===== src/rtl/adxl357_read_scheduler.sv =====
// adxl357_read_scheduler: DRDY-driven ADXL357 burst reader sharing the I2C byte engine with host config writes
module adxl357_read_scheduler #(
    parameter int TIMEOUT_CYC = 100000,
    parameter int BURST_LEN = 11
) (
    input  logic        i_clk,
    input  logic        i_rst,
    input  logic        i_enable,
    input  logic        i_drdy,
    input  logic        i_cfg_req,
    input  logic [7:0]  i_cfg_reg,
    input  logic [7:0]  i_cfg_data,
    output logic        o_cfg_ack,
    output logic        o_cmd_valid,
    input  logic        i_cmd_ready,
    output logic        o_cmd_rw,
    output logic [7:0]  o_cmd_reg,
    output logic [7:0]  o_cmd_wdata,
    output logic [3:0]  o_cmd_len,
    input  logic        i_rx_valid,
    input  logic [7:0]  i_rx_data,
    input  logic        i_done,
    input  logic        i_nack,
    output logic [31:0] o_accx,
    output logic [31:0] o_accy,
    output logic [31:0] o_accz,
    output logic [31:0] o_temp,
    output logic        o_sample_valid,
    output logic [31:0] o_status
);
    localparam int CW = $clog2(BURST_LEN + 2);
    localparam int TW = $clog2(TIMEOUT_CYC + 1);
    localparam logic [CW-1:0] BL = CW'(BURST_LEN);
    localparam logic [TW-1:0] TO = TW'(TIMEOUT_CYC);
    typedef enum logic [2:0] {IDLE, RD_CMD, RD_RECV, CFG_CMD, CFG_WAIT, UPDATE} state_t;
    state_t state, nxt;
    logic s1, s2, s3, pending, tout;
    logic [7:0] ovr, nck, cfg_reg_q, cfg_data_q;
    logic [TW-1:0] tmo;
    logic [CW-1:0] cnt;
    logic [7:0] rx_buf [BURST_LEN];
    logic rise_en, rd_go, take, waiting, tmo_hit, rd_ok, nack_inc;
    assign rise_en = s2 & ~s3 & i_enable;
    assign rd_go = i_enable & (pending | rise_en);
    assign take = (state == IDLE) & rd_go;
    assign waiting = (state == RD_RECV) | (state == CFG_WAIT);
    assign tmo_hit = waiting & ~i_done & (tmo == TO - 1'b1);
    // byte counter saturates one past BURST_LEN so over-long bursts are rejected
    assign rd_ok = ~i_nack & (cnt == BL);
    assign nack_inc = i_done & (((state == RD_RECV) & ~rd_ok) | ((state == CFG_WAIT) & i_nack));
    assign o_sample_valid = state == UPDATE;
    assign o_status = {8'h00, nck, ovr, 5'b0, pending, tout, state != IDLE};
    always_comb begin
        nxt = state;
        o_cmd_valid = 1'b0;
        o_cmd_rw = 1'b0;
        o_cmd_reg = 8'h00;
        o_cmd_wdata = 8'h00;
        o_cmd_len = 4'd0;
        o_cfg_ack = 1'b0;
        case (state)
            IDLE: nxt = rd_go ? RD_CMD : (i_cfg_req ? CFG_CMD : IDLE);
            RD_CMD: begin
                o_cmd_valid = 1'b1;
                o_cmd_rw = 1'b1;
                o_cmd_reg = 8'h06;
                o_cmd_len = 4'(BURST_LEN);
                nxt = i_cmd_ready ? RD_RECV : RD_CMD;
            end
            RD_RECV: nxt = i_done ? (rd_ok ? UPDATE : IDLE) : (tmo_hit ? IDLE : RD_RECV);
            CFG_CMD: begin
                o_cmd_valid = 1'b1;
                o_cmd_reg = cfg_reg_q;
                o_cmd_wdata = cfg_data_q;
                o_cmd_len = 4'd1;
                nxt = i_cmd_ready ? CFG_WAIT : CFG_CMD;
            end
            CFG_WAIT: begin
                o_cfg_ack = i_done | tmo_hit;
                nxt = (i_done | tmo_hit) ? IDLE : CFG_WAIT;
            end
            default: nxt = IDLE;
        endcase
    end
    always_ff @(posedge i_clk or posedge i_rst) begin
        if (i_rst) begin
            state <= IDLE;
            {s3, s2, s1} <= 3'b000;
            pending <= 1'b0;
            tout <= 1'b0;
            ovr <= 8'h00;
            nck <= 8'h00;
            cfg_reg_q <= 8'h00;
            cfg_data_q <= 8'h00;
            tmo <= '0;
            cnt <= '0;
            o_temp <= 32'h0;
            o_accx <= 32'h0;
            o_accy <= 32'h0;
            o_accz <= 32'h0;
            for (int i = 0; i < BURST_LEN; i++) rx_buf[i] <= 8'h00;
        end else begin
            state <= nxt;
            {s3, s2, s1} <= {s2, s1, i_drdy};
            // an edge arriving as the flag is consumed re-arms it rather than counting as overrun
            pending <= take ? (pending & rise_en) : (pending | rise_en);
            if (rise_en & pending & ~take & (ovr != 8'hFF)) ovr <= ovr + 1'b1;
            if (nack_inc & (nck != 8'hFF)) nck <= nck + 1'b1;
            if (tmo_hit) tout <= 1'b1;
            tmo <= waiting ? tmo + 1'b1 : '0;
            cnt <= (state != RD_RECV) ? '0 : ((i_rx_valid & (cnt != BL + 1'b1)) ? cnt + 1'b1 : cnt);
            for (int i = 0; i < BURST_LEN; i++)
                if ((state == RD_RECV) & i_rx_valid & (cnt == CW'(i))) rx_buf[i] <= i_rx_data;
            if ((state == IDLE) & (nxt == CFG_CMD)) begin
                cfg_reg_q <= i_cfg_reg;
                cfg_data_q <= i_cfg_data;
            end
            if ((state == RD_RECV) & i_done & rd_ok) begin
                o_temp <= {20'h0, rx_buf[0][3:0], rx_buf[1]};
                o_accx <= {{12{rx_buf[2][7]}}, rx_buf[2], rx_buf[3], rx_buf[4][7:4]};
                o_accy <= {{12{rx_buf[5][7]}}, rx_buf[5], rx_buf[6], rx_buf[7][7:4]};
                o_accz <= {{12{rx_buf[8][7]}}, rx_buf[8], rx_buf[9], rx_buf[10][7:4]};
            end
        end
    end
endmodule


===== config.mk =====
export PLATFORM = sky130hd
export DESIGN_NAME = adxl357_read_scheduler
export DESIGN_NICKNAME = d
export VERILOG_FILES = /design/src/rtl/adxl357_read_scheduler.sv
export SDC_FILE = /design/constraint.sdc
export NUM_CORES = 1
export LEC_CHECK = 0
export CORE_MARGIN = 5
export CORE_UTILIZATION = 25
export DETAILED_ROUTE_END_ITERATION = 7
export GPL_ROUTABILITY_DRIVEN = 0
export GPL_TIMING_DRIVEN = 0
export MAX_ROUTING_LAYER = met4
export PLACE_DENSITY = 0.44
export SYNTH_ARGS = -nofsm -noshare
export SYNTH_HDL_FRONTEND = slang
export SYNTH_SLANG_ARGS = --single-unit

===== constraint.sdc =====
create_clock -name i_clk -period 9.5 [get_ports i_clk]
set_input_delay 1.425 -clock i_clk [delete_from_list [all_inputs] [get_ports i_clk]]
set_output_delay 1.425 -clock i_clk [all_outputs]
set_load 0.01 [all_outputs]

# Word-level counts from Yosys, hierarchy flattened
# Index checks and enable logic that the tools add are counted.
[word_totals] regBits=217 in_bits=33 out_inout_bits=184 elab_cells=116
[classes] addsub=4 n_eq_ne=22 mux=19 bitwise=39 reduce_logical=5
[ops] cell="$and A1 B1 Y1" n=30
[ops] cell="$add A17 B1 Y17 const B" n=1
[ops] cell="$eq A17 B17 Y1 const B" n=1
[ops] cell="$mux W17" n=1
[ops] cell="$add A8 B1 Y8 const B" n=2
[ops] cell="$eq A4 B3 Y1 const B" n=4
[ops] cell="$eq A4 B4 Y1 const B" n=4
[ops] cell="$ne A8 B8 Y1 const B" n=2
[ops] cell="$pmux W8 S2" n=1
[ops] cell="$pmux W3 S5" n=1
[ops] cell="$mux W3" n=4
[ops] cell="$eq A3 B2 Y1 const B" n=3
[ops] cell="$eq A4 B2 Y1 const B" n=2
[ops] cell="$mux W2" n=4
[ops] cell="$mux W4" n=2
[ops] cell="$mux W8" n=1
[ops] cell="$pmux W4 S2" n=1
[ops] cell="$eq A3 B3 Y1 const B" n=2
[ops] cell="$not A1 Y1" n=5
[ops] cell="$add A4 B1 Y4 const B" n=1
[ops] cell="$eq A4 B1 Y1 const B" n=1
[ops] cell="$logic_not A4 Y1" n=1
[ops] cell="$mux W1" n=4
[ops] cell="$ne A4 B4 Y1 const B" n=1
[ops] cell="7 further kinds" n=10

# Longest topological paths before layout
# Gate-level depths: netlist (run 1).
[logic_depth] depth_word=9 mapped_depth=9 ltp_nobuf=6

# Worst setup path before layout (run 1)
# No wires, ideal clock.
[synth_path] kind="input-to-output" startpoint="in i_done" endpoint="out o_cfg_ack" t_arrival_ns=2.650 required_ns=8.075 setup_slack_ns=5.425 cell_stages=4 path_buffers=0 cell_sequence="or4b_2 > nor4_1 > nor2_1 > nor2_1"
[synth_between] elab_chain_len=5
[synth_rtl] item="start, declared" line="22" text="input logic i_done,"
[synth_rtl] item="$not A1 Y1" line="47" text="assign tmo_hit = waiting & ~i_done & (tmo == TO - 1'b1);"
[synth_rtl] item="$and A1 B1 Y1 (2 in a row)" line="47"
[synth_rtl] item="$or A1 B1 Y1 (*)" line="79" text="o_cfg_ack = i_done | tmo_hit;"
[synth_rtl] item="$mux W1 (*)" line="61" text="case (state)"
[synth_rtl] item="end, declared" line="13" text="output logic o_cfg_ack,"
# Every way passes the cells marked *; elsewhere a longest branch is shown, timed or not.

# Final worst setup path (run 1)
# Ends and elaborated chain as after synthesis.

==> out/results.txt, run 1 <==
Cell count after synthesis - 662
Share of the synthesized area in the top cell type - 0.576
Netlist cell types - 42
Final routed wirelength across all metal layers - 22500 um
R2r setup slk - 6720 ps
Number of buffers inserted to repair setup after CTS - 0
# port buffers - 177
Clock network fraction of design power - 0.379
Die width - 199 um
Total power per unit cell area - 193 nW/um2
Reg-to-reg critical path startpoint - state[1]$_DFF_PP0_
Cts bufs inserted - 25
Share of synthesized flip-flops with an asynchronous set or reset - 1.00
Max-slew violations - 0
Clock root buffer - sky130_fd_sc_hd__clkbuf_16
Number of placement rows - 69
HPWL reported at the end of detailed placement - 15700 um
Top fanout value on the critical path - 6
Hold path depth - 0
Post-Synthesis Mean Instance Area - 13.4 um2
Total Power - 2.35 mW
Maximum Capacitance Violations - 0
Largest net degree at the start of global routing - 111
Violation count after the first detailed-route iteration - 132
Pre-CTS worst setup slack - 4010 ps
Congestion Overflow GR - 0
Worst-case setup margin in the final layout - 4070 ps
Outcome - completed
Area overhead of the layout relative to synthesis - 37.1%
Layout cell share with drive strength beyond 1 - 0.256
Combinational power share - 0.185
Post-cts resize count - 0
Worst setup path class - input port to primary output
GRT Util Overall - 0.115
Worst endpoint data arrival time - 4010 ps
Worst Hold Margin - 353 ps
Final setup skew - 14.5 ps
Fraction of the yosys area taken by sequential cells - 0.576
Post-route DRC violation count - 0
Final hold violation count - 0
Post-DR wirelength/cell - 16.3 um
Skew-Pair Late Insertion Delay - 530 ps
Relative slew slack - 0.0894
Transition time at the pin with the least slew margin - 1350 ps
Die height - 199 um
Area contributors post-synth - sky130_fd_sc_hd__dfrtp_1, sky130_fd_sc_hd__mux2_2, sky130_fd_sc_hd__mux2_1
CTS Buffer Depth - 3
Clk sinks - 205
Synth Register Bits - 205
Core area - 35400 um2
IR drop worst, VDD - 0.141 mV
I/O pin count - 217
Required time worst endpoint - 8080 ps
Post-synth top flop - sky130_fd_sc_hd__dfrtp_1
Final setup violating endpoints - 0
EDFF count, synth - 0
Commonest non-fill, non-tap cells in the layout - sky130_fd_sc_hd__dfrtp_1, sky130_fd_sc_hd__clkdlybuf4s50_1, sky130_fd_sc_hd__mux2_2
Final core utilization - 0.345
Min-Delay Startpoint - s1$_DFF_PP0_
Starting density of the core - 0.251
Worst R2R End - rx_buf[77]$_DFFE_PP0P_
Sequential share of power - 0.436
Number of H-tree levels - 1
Synth Warn # - 0
Switching power - 644 uW
Kind of start point of the critical path - input port
Top cell type by total area after synthesis - sky130_fd_sc_hd__dfrtp_1
Nets@finish - 941
Via Count - 5587
Switching share of total power - 0.274
Vias in the first global route - 5657
Initial antenna violation count - 2
Post-layout instance count excluding filler cells - 1377
Antenna Violating Nets Remaining - 0
Number of optimization iterations in the first detailed-route pass - 4
Period Utilization, post-route - 0.572
Post-cts hold buffer count - 0
Maximum clock frequency - 0.184 GHz
Die outline area - 39500 um2
Clock tree from TritonCTS - done
End point of the worst hold path - s2$_DFF_PP0_
Leakage power - 5.79 nW
Number of placed instances, taps included - 1335
Routed vias/inst - 4.06
Worst Reg2Reg Path Length in Cells - 5
Clock period minus worst slack - 5430 ps
Tightest Hold Check Type - register to register
RSZ-0062 raised after global routing - no
Internal portion of total power - 1.71 mW
Leading cell type in the layout, fill and taps excluded - sky130_fd_sc_hd__dfrtp_1
Cell Area, Synth - 8900 um2
Reg clk slew, reported paths - 60 ps
Crit end category - primary output
Wire length of the first global-routing pass - 34700 um
-- through the flow --
step | TNS (ps) | area (um2)
after floorplan | 0 | 9020
after global placement | -190800 | 11400
after detailed placement | 0 | 11400
after CTS | 0 | 12200
after global routing | 0 | 12200
final | 0 | 12200
-- power by group through the flow --
stage | sequential, mW | combinational, mW | clock (mW)
2_1_floorplan | 1.03 | 0.260 | 0
3_3_place_gp | 1.04 | 0.442 | 0
3_5_place_dp | 1.04 | 0.446 | 0
4_1_cts | 1.03 | 0.447 | 0.930
5_1_grt | 1.04 | 0.484 | 0.964
6_report | 1.03 | 0.436 | 0.891
-- per-layer routing --
layer	vias to the layer above	track usage	wire length (um)
li1	2664	-	-
met1	2748	0.155	10200
met2	146	0.176	10400
met3	29	0.0283	1490
met4	0	0.0241	325
met5	-	-	0
-- cells by family (layout without fill, tap and decap cells) --
logic type | after synthesis | after routing | synth area share
adders and majority gates | 7 | 7 | 0.00984
AOI/OAI and AO/OA | 14 | 14 | 0.00928
other | 1 | 35 | 0.000421
and+or+nand+nor | 128 | 128 | 0.0782
muxes | 162 | 162 | 0.205
buffers and inverters | 111 | 331 | 0.0873
xor gates and xnor gates | 34 | 34 | 0.0335
DFF | 205 | 205 | 0.576
-- worst max-delay path by stage --
| stage | startpoint | to | slack, ps | cells after the start |
|---|---|---|---|---|
| 5_1_grt | i_done | o_cfg_ack | 3890 | 6 |
| 6_report | i_done | o_cfg_ack | 4070 | 6 |
| 3_3_place_gp | i_rst | ovr[1]$_DFFE_PP0P_ | -950 | 2 |
| 3_5_place_dp | i_done | o_cfg_ack | 4010 | 6 |
| 4_1_cts | i_done | o_cfg_ack | 3990 | 6 |
| 2_1_floorplan | i_rst | cfg_data_q[0]$_DFFE_PP0P_ | 2480 | 1 |
-- sequential cells by signal, indices dropped and copies added (netlist names) --
name and cells:
rx_buf 72, o_accx 20, o_accy 20, o_accz 20, tmo 17, o_temp 12
cfg_data_q 8, cfg_reg_q 8, nck 8, ovr 8, cnt 4, state 3
pending 1, s1 1, s2 1, s3 1, tout 1
-- critical path, cell delays in order --
cell and delay (ps):
sky130_fd_sc_hd__clkdlybuf4s50_1 560, sky130_fd_sc_hd__or4b_2 730, sky130_fd_sc_hd__nor4_1 540, sky130_fd_sc_hd__nor2_1 80
sky130_fd_sc_hd__nor2_1 110, sky130_fd_sc_hd__clkdlybuf4s50_1 560
-- synthesized netlist by cell type (7+ instances only) --
cell	count
sky130_fd_sc_hd__nand2_1	15
sky130_fd_sc_hd__clkbuf_1	9
sky130_fd_sc_hd__nor2_1	35
sky130_fd_sc_hd__nand4_1	13
sky130_fd_sc_hd__a21oi_1	7
sky130_fd_sc_hd__mux2_1	59
sky130_fd_sc_hd__xnor2_1	19
sky130_fd_sc_hd__dfrtp_1	205
sky130_fd_sc_hd__mux2_2	103
sky130_fd_sc_hd__nand3_1	15
sky130_fd_sc_hd__inv_1	12
sky130_fd_sc_hd__xor2_1	15
sky130_fd_sc_hd__ha_1	7
sky130_fd_sc_hd__buf_4	75
sky130_fd_sc_hd__and3_1	21
-- area by class of cell --
cell class,count,area [um2]
clock buffers,35,713
flip-flops and latches,205,5130
plain buffers,99,732
diodes,1,2.50
inverters,12,52.6
multi-input cells,379,3120
repair buffers,179,1830
clock inverters,6,51.3
well taps,461,577
fillers,3562,23200
Note: power is estimated with default switching activity, not from simulation.
==> run 2: changes to the inputs <==
- clock period: 9.5 -> 5 ns (I/O delays scaled with it)
==> run 2 against run 1 <==
Setup slack got worse by 3200 ps. Critical path depth did not move. Utilization increased by 0.20 points. Via count is 0.75% higher. Die area unchanged. Worst hold slack worse by 3.0 ps. Cell area is 0.57% higher. Clock power increased by 93%. Combinational power rose by 92%. Non-clock buffer count is 4 higher. Sequential share of layout area decreased by 0.24 points. Critical endpoint unchanged.
==> out/results.txt, run 2 (synthesized netlist as in run 1, its figures left out) <==
Final hold violation count - 0 (unchanged)
Die width - 199 um (unchanged)
Wire length of the first global-routing pass - 35500 um (+2.3%)
Register bank with the most flops - rx_buf
Worst endpoint data arrival time - 3380 ps (-630 ps)
Relative slew slack - 0.109 (+0.0199)
Total power per unit cell area - 368 nW/um2 (+91%)
Layout cell share with drive strength beyond 1 - 0.256 (about the same)
Maximum Capacitance Violations - 0 (unchanged)
Die height - 199 um (unchanged)
Post-layout instance count excluding filler cells - 1385 (+0.58%)
Leading cell type in the layout, fill and taps excluded - sky130_fd_sc_hd__dfrtp_1
Final core utilization - 0.347 (+0.00198)
Max-slew violations - 0 (unchanged)
Required time worst endpoint - 4250 ps (-3830 ps)
Max FFs per register - 72 (unchanged)
Total Power - 4.51 mW (+92%)
Combined flip-flop and latch cell area - 5130 um2 (unchanged)
Tightest Hold Check Type - register to register
Delay contributed by the slowest stage of the critical path - 720 ps (about the same)
Post-DR wirelength/cell - 16.4 um (+0.57%)
Violation count after the first detailed-route iteration - 192 (+45%)
I/O pin count - 217 (unchanged)
Clock root buffer - sky130_fd_sc_hd__clkbuf_16
CTS Buffer Depth - 3 (unchanged)
Fillcell total - 3564 (+0.056%)
Internal portion of total power - 3.27 mW (+91%)
# port buffers - 177 (unchanged)
Clk sinks - 205 (unchanged)
Period Utilization, post-route - 0.826
Switching share of total power - 0.275 (+0.00109)
Core area - 35400 um2 (unchanged)
Die outline area - 39500 um2 (unchanged)
Starting density of the core - 0.251 (unchanged)
Number of buffers inserted to repair setup after CTS - 0 (unchanged)
Post-route DRC violation count - 0 (unchanged)
Post-cts hold buffer count - 0 (unchanged)
Post-cts resize count - 0 (unchanged)
Leakage power - 5.82 nW (+0.49%)
Outcome - completed
Top fanout value on the critical path - 6 (unchanged)
Setup TNS after final layout - 0 ps (unchanged)
CP max-delay cell - sky130_fd_sc_hd__or4b_2
Switching power - 1.24 mW (+93%)
Cell-by-cell listing of the critical path - clkdlybuf4s50_1 -> or4b_2 -> nor4_1 -> nor2_1 -> nor2_1 -> clkdlybuf4s50_1
GRT Util Overall - 0.117 (+0.00209)
Clock period minus worst slack - 4130 ps
Clock network fraction of design power - 0.382 (+0.003)
Number of placed instances, taps included - 1339 (+0.30%)
Transition time at the pin with the least slew margin - 1330 ps (-29.6 ps)
Crit end category - primary output
IR drop worst, VDD - 0.244 mV (+73%)
Congestion Overflow GR - 0 (unchanged)
RSZ-0062 raised after global routing - no
Vias in the first global route - 5956 (+5.3%)
Number of optimization iterations in the first detailed-route pass - 4 (unchanged)
Placed standard-cell area - 11500 um2 (+0.54%)
Area overhead of the layout relative to synthesis - 37.9%
Antenna Violating Nets Remaining - 0 (unchanged)
Final setup violating endpoints - 0 (unchanged)
Worst setup path class - input port to primary output
Number of placement rows - 69 (unchanged)
Routed vias/inst - 4.06 (+0.17%)
Total non-filler cell area in the finished layout - 12300 um2 (+0.57%)
Commonest non-fill, non-tap cells in the layout - sky130_fd_sc_hd__dfrtp_1, sky130_fd_sc_hd__clkdlybuf4s50_1, sky130_fd_sc_hd__mux2_2
HPWL reported at the end of detailed placement - 16100 um (+3.1%)
Skew-Pair Late Insertion Delay - 530 ps (about the same)
Via Count - 5629 (+0.75%)
Pre-CTS worst setup slack - 813 ps (-3190 ps)
Reg clk slew, reported paths - 60 ps (about the same)
Kind of start point of the critical path - input port
Cts bufs inserted - 25 (unchanged)
Total area of multi-input combinational cells - 3120 um2 (unchanged)
Number of H-tree levels - 1 (unchanged)
Initial antenna violation count - 3 (+1)
Maximum clock frequency - 0.242 GHz
Clock tree from TritonCTS - done
Worst-case setup margin in the final layout - 869 ps (-3200 ps)
Nets@finish - 945 (+0.43%)
Worst Hold Margin - 350 ps (-3.01 ps)
Combinational power share - 0.186 (about the same)
Sequential share of power - 0.432 (-0.004)
Final setup skew - 10.7 ps (-3.79 ps)
Final routed wirelength across all metal layers - 22700 um (+1.2%)
Largest net degree at the start of global routing - 39 (-65%)
-- run 2: worst max-delay path: cells and delay by family --
family | cells | cell delay (ps)
and+or+nand+nor | 4 | 1490
buffers and inverters | 2 | 1130
-- run 2: cell type report --
cell class	count	area share
antenna	1	0.000204
buffer	99	0.0597
clock buffer	38	0.0566
clock inverter	7	0.00642
inverter	12	0.00398
multi-input combinational	379	0.254
sequential	205	0.418
tap	461	0.0470
timing repair buffer	183	0.154
-- run 2: routing by layer --
layer,routed length (um),track usage
met1,10300,0.156
met2,10500,0.182
met3,1450,0.0246
met4,444,0.0306
met5,0,-
-- run 2: worst paths after layout --
path / from / slack (ps) / end / cells past startpoint
min in group asynchronous: i_rst / 700 / o_accy[16]$_DFFE_PP0P_ / 2
max: i_done / 870 / o_cfg_ack / 6
min: s1$_DFF_PP0_ / 350 / s2$_DFF_PP0_ / 0
min reg2reg: s1$_DFF_PP0_ / 350 / s2$_DFF_PP0_ / 0
max in group asynchronous: i_rst / 3480 / cfg_reg_q[0]$_DFFE_PP0P_ / 4
max reg2reg: state[1]$_DFF_PP0_ / 2240 / rx_buf[73]$_DFFE_PP0P_ / 5
-- run 2: power groups by stage --
stage | registers (mW) | clock network (mW) | logic [mW]
2_1_floorplan | 1.96 | 0 | 0.495
3_3_place_gp | 1.98 | 0 | 0.844
3_5_place_dp | 1.98 | 0 | 0.856
4_1_cts | 1.95 | 1.80 | 0.859
5_1_grt | 1.98 | 1.88 | 0.925
6_report | 1.95 | 1.72 | 0.838
==> run 3: changes to the inputs <==
- PLACE_DENSITY: 0.44 -> 0.46
- clock period: 5 -> 3.65 ns (I/O delays scaled with it)
==> run 3 against run 2 <==
Sequential power up 37%. Combinational power grew 37%. Global-route usage shrank 0.10 points. Register-to-register slack got worse by 1400 ps. Die area did not move. Setup slack got worse by 450 ps. Sequential share of layout area down 0.20 points. Flip-flop and latch count is the same. Highest routed layer unchanged.
==> out/results.txt, run 3 (synthesized netlist as in run 1, its figures left out) <==
Outcome - completed
Worst Reg2Reg Path Length in Cells - 5 (unchanged)
Via Count - 5628 (-0.018%)
Crit end category - primary output
RSZ-0062 raised after global routing - no
Final routed wirelength across all metal layers - 22700 um (-0.25%)
Area overhead of the layout relative to synthesis - 38.5%
CP most frequent cell - sky130_fd_sc_hd__nor2_1
Worst endpoint data arrival time - 2680 ps (-700 ps)
Violation count after the first detailed-route iteration - 136 (-29%)
Post-layout instance count excluding filler cells - 1386 (+0.072%)
Number of optimization iterations in the first detailed-route pass - 4 (unchanged)
Final core utilization - 0.348 (+0.00163)
Die height - 199 um (unchanged)
Tightest Hold Check Type - register to register
Setup TNS after final layout - 0 ps (unchanged)
Core area - 35400 um2 (unchanged)
Worst R2R End - rx_buf[69]$_DFFE_PP0P_
Worst setup path class - register to primary output
Sequential share of power - 0.429 (-0.003)
Post-DR wirelength/cell - 16.3 um (-0.32%)
Number of H-tree levels - 1 (unchanged)
Total Power - 6.23 mW (+38%)
Final setup skew - 15.1 ps (+4.42 ps)
Number of placement rows - 69 (unchanged)
Wire length of the first global-routing pass - 35100 um (-1.1%)
Cell family with the largest share of critical-path delay - simple AND/OR/NAND/NOR gates
Switching power - 1.69 mW (+36%)
Register bank with the most flops - rx_buf
Hold path depth - 0 (unchanged)
Nets@finish - 946 (+0.11%)
Combinational power share - 0.185 (about the same)
Largest net degree at the start of global routing - 39 (unchanged)
Number of buffer and inverter stages on the critical path - 1 (-1)
IR drop worst, VDD - 0.326 mV (+34%)
Worst Hold Margin - 357 ps (+6.93 ps)
Layout cell share with drive strength beyond 1 - 0.262 (+0.00650)
Routed vias/inst - 4.06 (about the same)
Internal portion of total power - 4.54 mW (+39%)
Starting density of the core - 0.251 (unchanged)
Switching share of total power - 0.271 (-0.00415)
Worst-case setup margin in the final layout - 422 ps (-447 ps)
Maximum clock frequency - 0.310 GHz
Commonest non-fill, non-tap cells in the layout - sky130_fd_sc_hd__dfrtp_1, sky130_fd_sc_hd__clkdlybuf4s50_1, sky130_fd_sc_hd__mux2_2
Transition time at the pin with the least slew margin - 1380 ps (+51.4 ps)
Period Utilization, post-route - 0.884
Die width - 199 um (unchanged)
Clock root buffer - sky130_fd_sc_hd__clkbuf_16
R2r setup slk - 830 ps (-1410 ps)
# port buffers - 177 (unchanged)
Skew-Pair Late Insertion Delay - 520 ps (about the same)
GRT Util Overall - 0.116 (-0.00100)
Required time worst endpoint - 3100 ps (-1150 ps)
Relative slew slack - 0.0747 (-0.0345)
Reg clk slew, reported paths - 60 ps (about the same)
Final hold violation count - 0 (unchanged)
Max-slew violations - 0 (unchanged)
Initial antenna violation count - 2 (-1)
Placed standard-cell area - 11500 um2 (unchanged)
Maximum Capacitance Violations - 0 (unchanged)
I/O pin count - 217 (unchanged)
Antenna Violating Nets Remaining - 0 (unchanged)
Pre-CTS worst setup slack - -160 ps (-973 ps)
Congestion Overflow GR - 0 (unchanged)
Clk sinks - 205 (unchanged)
Min-Delay Startpoint - s1$_DFF_PP0_
Vias in the first global route - 5891 (-1.1%)
Final setup violating endpoints - 0 (unchanged)
Delay contributed by the slowest stage of the critical path - 520 ps (-200 ps)
CP max-delay cell - sky130_fd_sc_hd__or4b_1
Reg-to-reg critical path startpoint - state[1]$_DFF_PP0_
Kind of start point of the critical path - register
End point of the worst hold path - s2$_DFF_PP0_
Max FFs per register - 72 (unchanged)
Top fanout value on the critical path - 5 (-1)
Post-route DRC violation count - 0 (unchanged)
Leading cell type in the layout, fill and taps excluded - sky130_fd_sc_hd__dfrtp_1
Total power per unit cell area - 505 nW/um2 (+37%)
Post-cts hold buffer count - 0 (unchanged)
HPWL reported at the end of detailed placement - 15900 um (-1.5%)
Clock period minus worst slack - 3230 ps
Cts bufs inserted - 25 (unchanged)
Clock network fraction of design power - 0.386 (+0.004)
CTS Buffer Depth - 3 (unchanged)
Number of placed instances, taps included - 1339 (unchanged)
Die outline area - 39500 um2 (unchanged)
Leakage power - 5.88 nW (+0.93%)
Total non-filler cell area in the finished layout - 12300 um2 (+0.47%)
Cell-by-cell listing of the critical path - or4b_1 -> or4_1 -> nor4_4 -> nor2_1 -> nor2_1 -> dlymetal6s2s_1
Clock tree from TritonCTS - done
run 3: cell types whose count changed in the layout (fill, tap and decap cells not counted), sizes merged:
| cell | previous run | this run |
|---|---|---|
| buf | 96 | 97 |
| clkbuf | 47 | 46 |
| clkdlybuf4s50 | 177 | 176 |
| diode | 1 | 2 |
| dlymetal6s2s | 0 | 1 |
run 3: worst max path at each step:
stage / from / endpoint / slack (ps) / cells past startpoint
2_1_floorplan: i_rst / cfg_data_q[0]$_DFFE_PP0P_ / 440 / 1
3_3_place_gp: i_rst / o_accx[9]$_DFFE_PP0P_ / -1520 / 2
3_5_place_dp: i_done / o_cfg_ack / -160 / 6
4_1_cts: i_done / o_cfg_ack / 50 / 6
5_1_grt: tmo[6]$_DFF_PP0_ / o_cfg_ack / 270 / 6
6_report: tmo[6]$_DFF_PP0_ / o_cfg_ack / 420 / 6
run 3: repair_timing:
item                                    4_1_cts  5_1_grt
endpoints found under the setup margin        1        1
pin swaps                                     1        1
gates resized for setup                       2        1
gates cloned                                  0        0
setup buffers                                 0        1
run 3: layer usage:
layer / GRT usage / share of wire / vias to the layer above
met5: - / 0 / -
met4: 0.0266 / 0.015 / 0
met3: 0.0312 / 0.078 / 22
met2: 0.178 / 0.46 / 150
met1: 0.154 / 0.45 / 2785
li1: - / - / 2671
run 3: final cells by class:
cell class / count / area, um2
Antenna cell: 2 / 5.00
Buffer: 99 / 732
Clock buffer: 37 / 731
Clock inverter: 7 / 63.8
Fill cell: 3565 / 23100
Inverter: 12 / 48.8
Multi-Input combinational cell: 379 / 3140
Sequential cell: 205 / 5130
Tap cell: 461 / 577
Timing Repair Buffer: 184 / 1900
run 3: power by group through the flow:
stage	sequential, mW	clock [mW]	combinational (mW)
2_1_floorplan	2.68	0	0.678
6_report	2.67	2.41	1.15
5_1_grt	2.70	2.61	1.27
3_5_place_dp	2.71	0	1.17
4_1_cts	2.67	2.51	1.18
3_3_place_gp	2.71	0	1.15
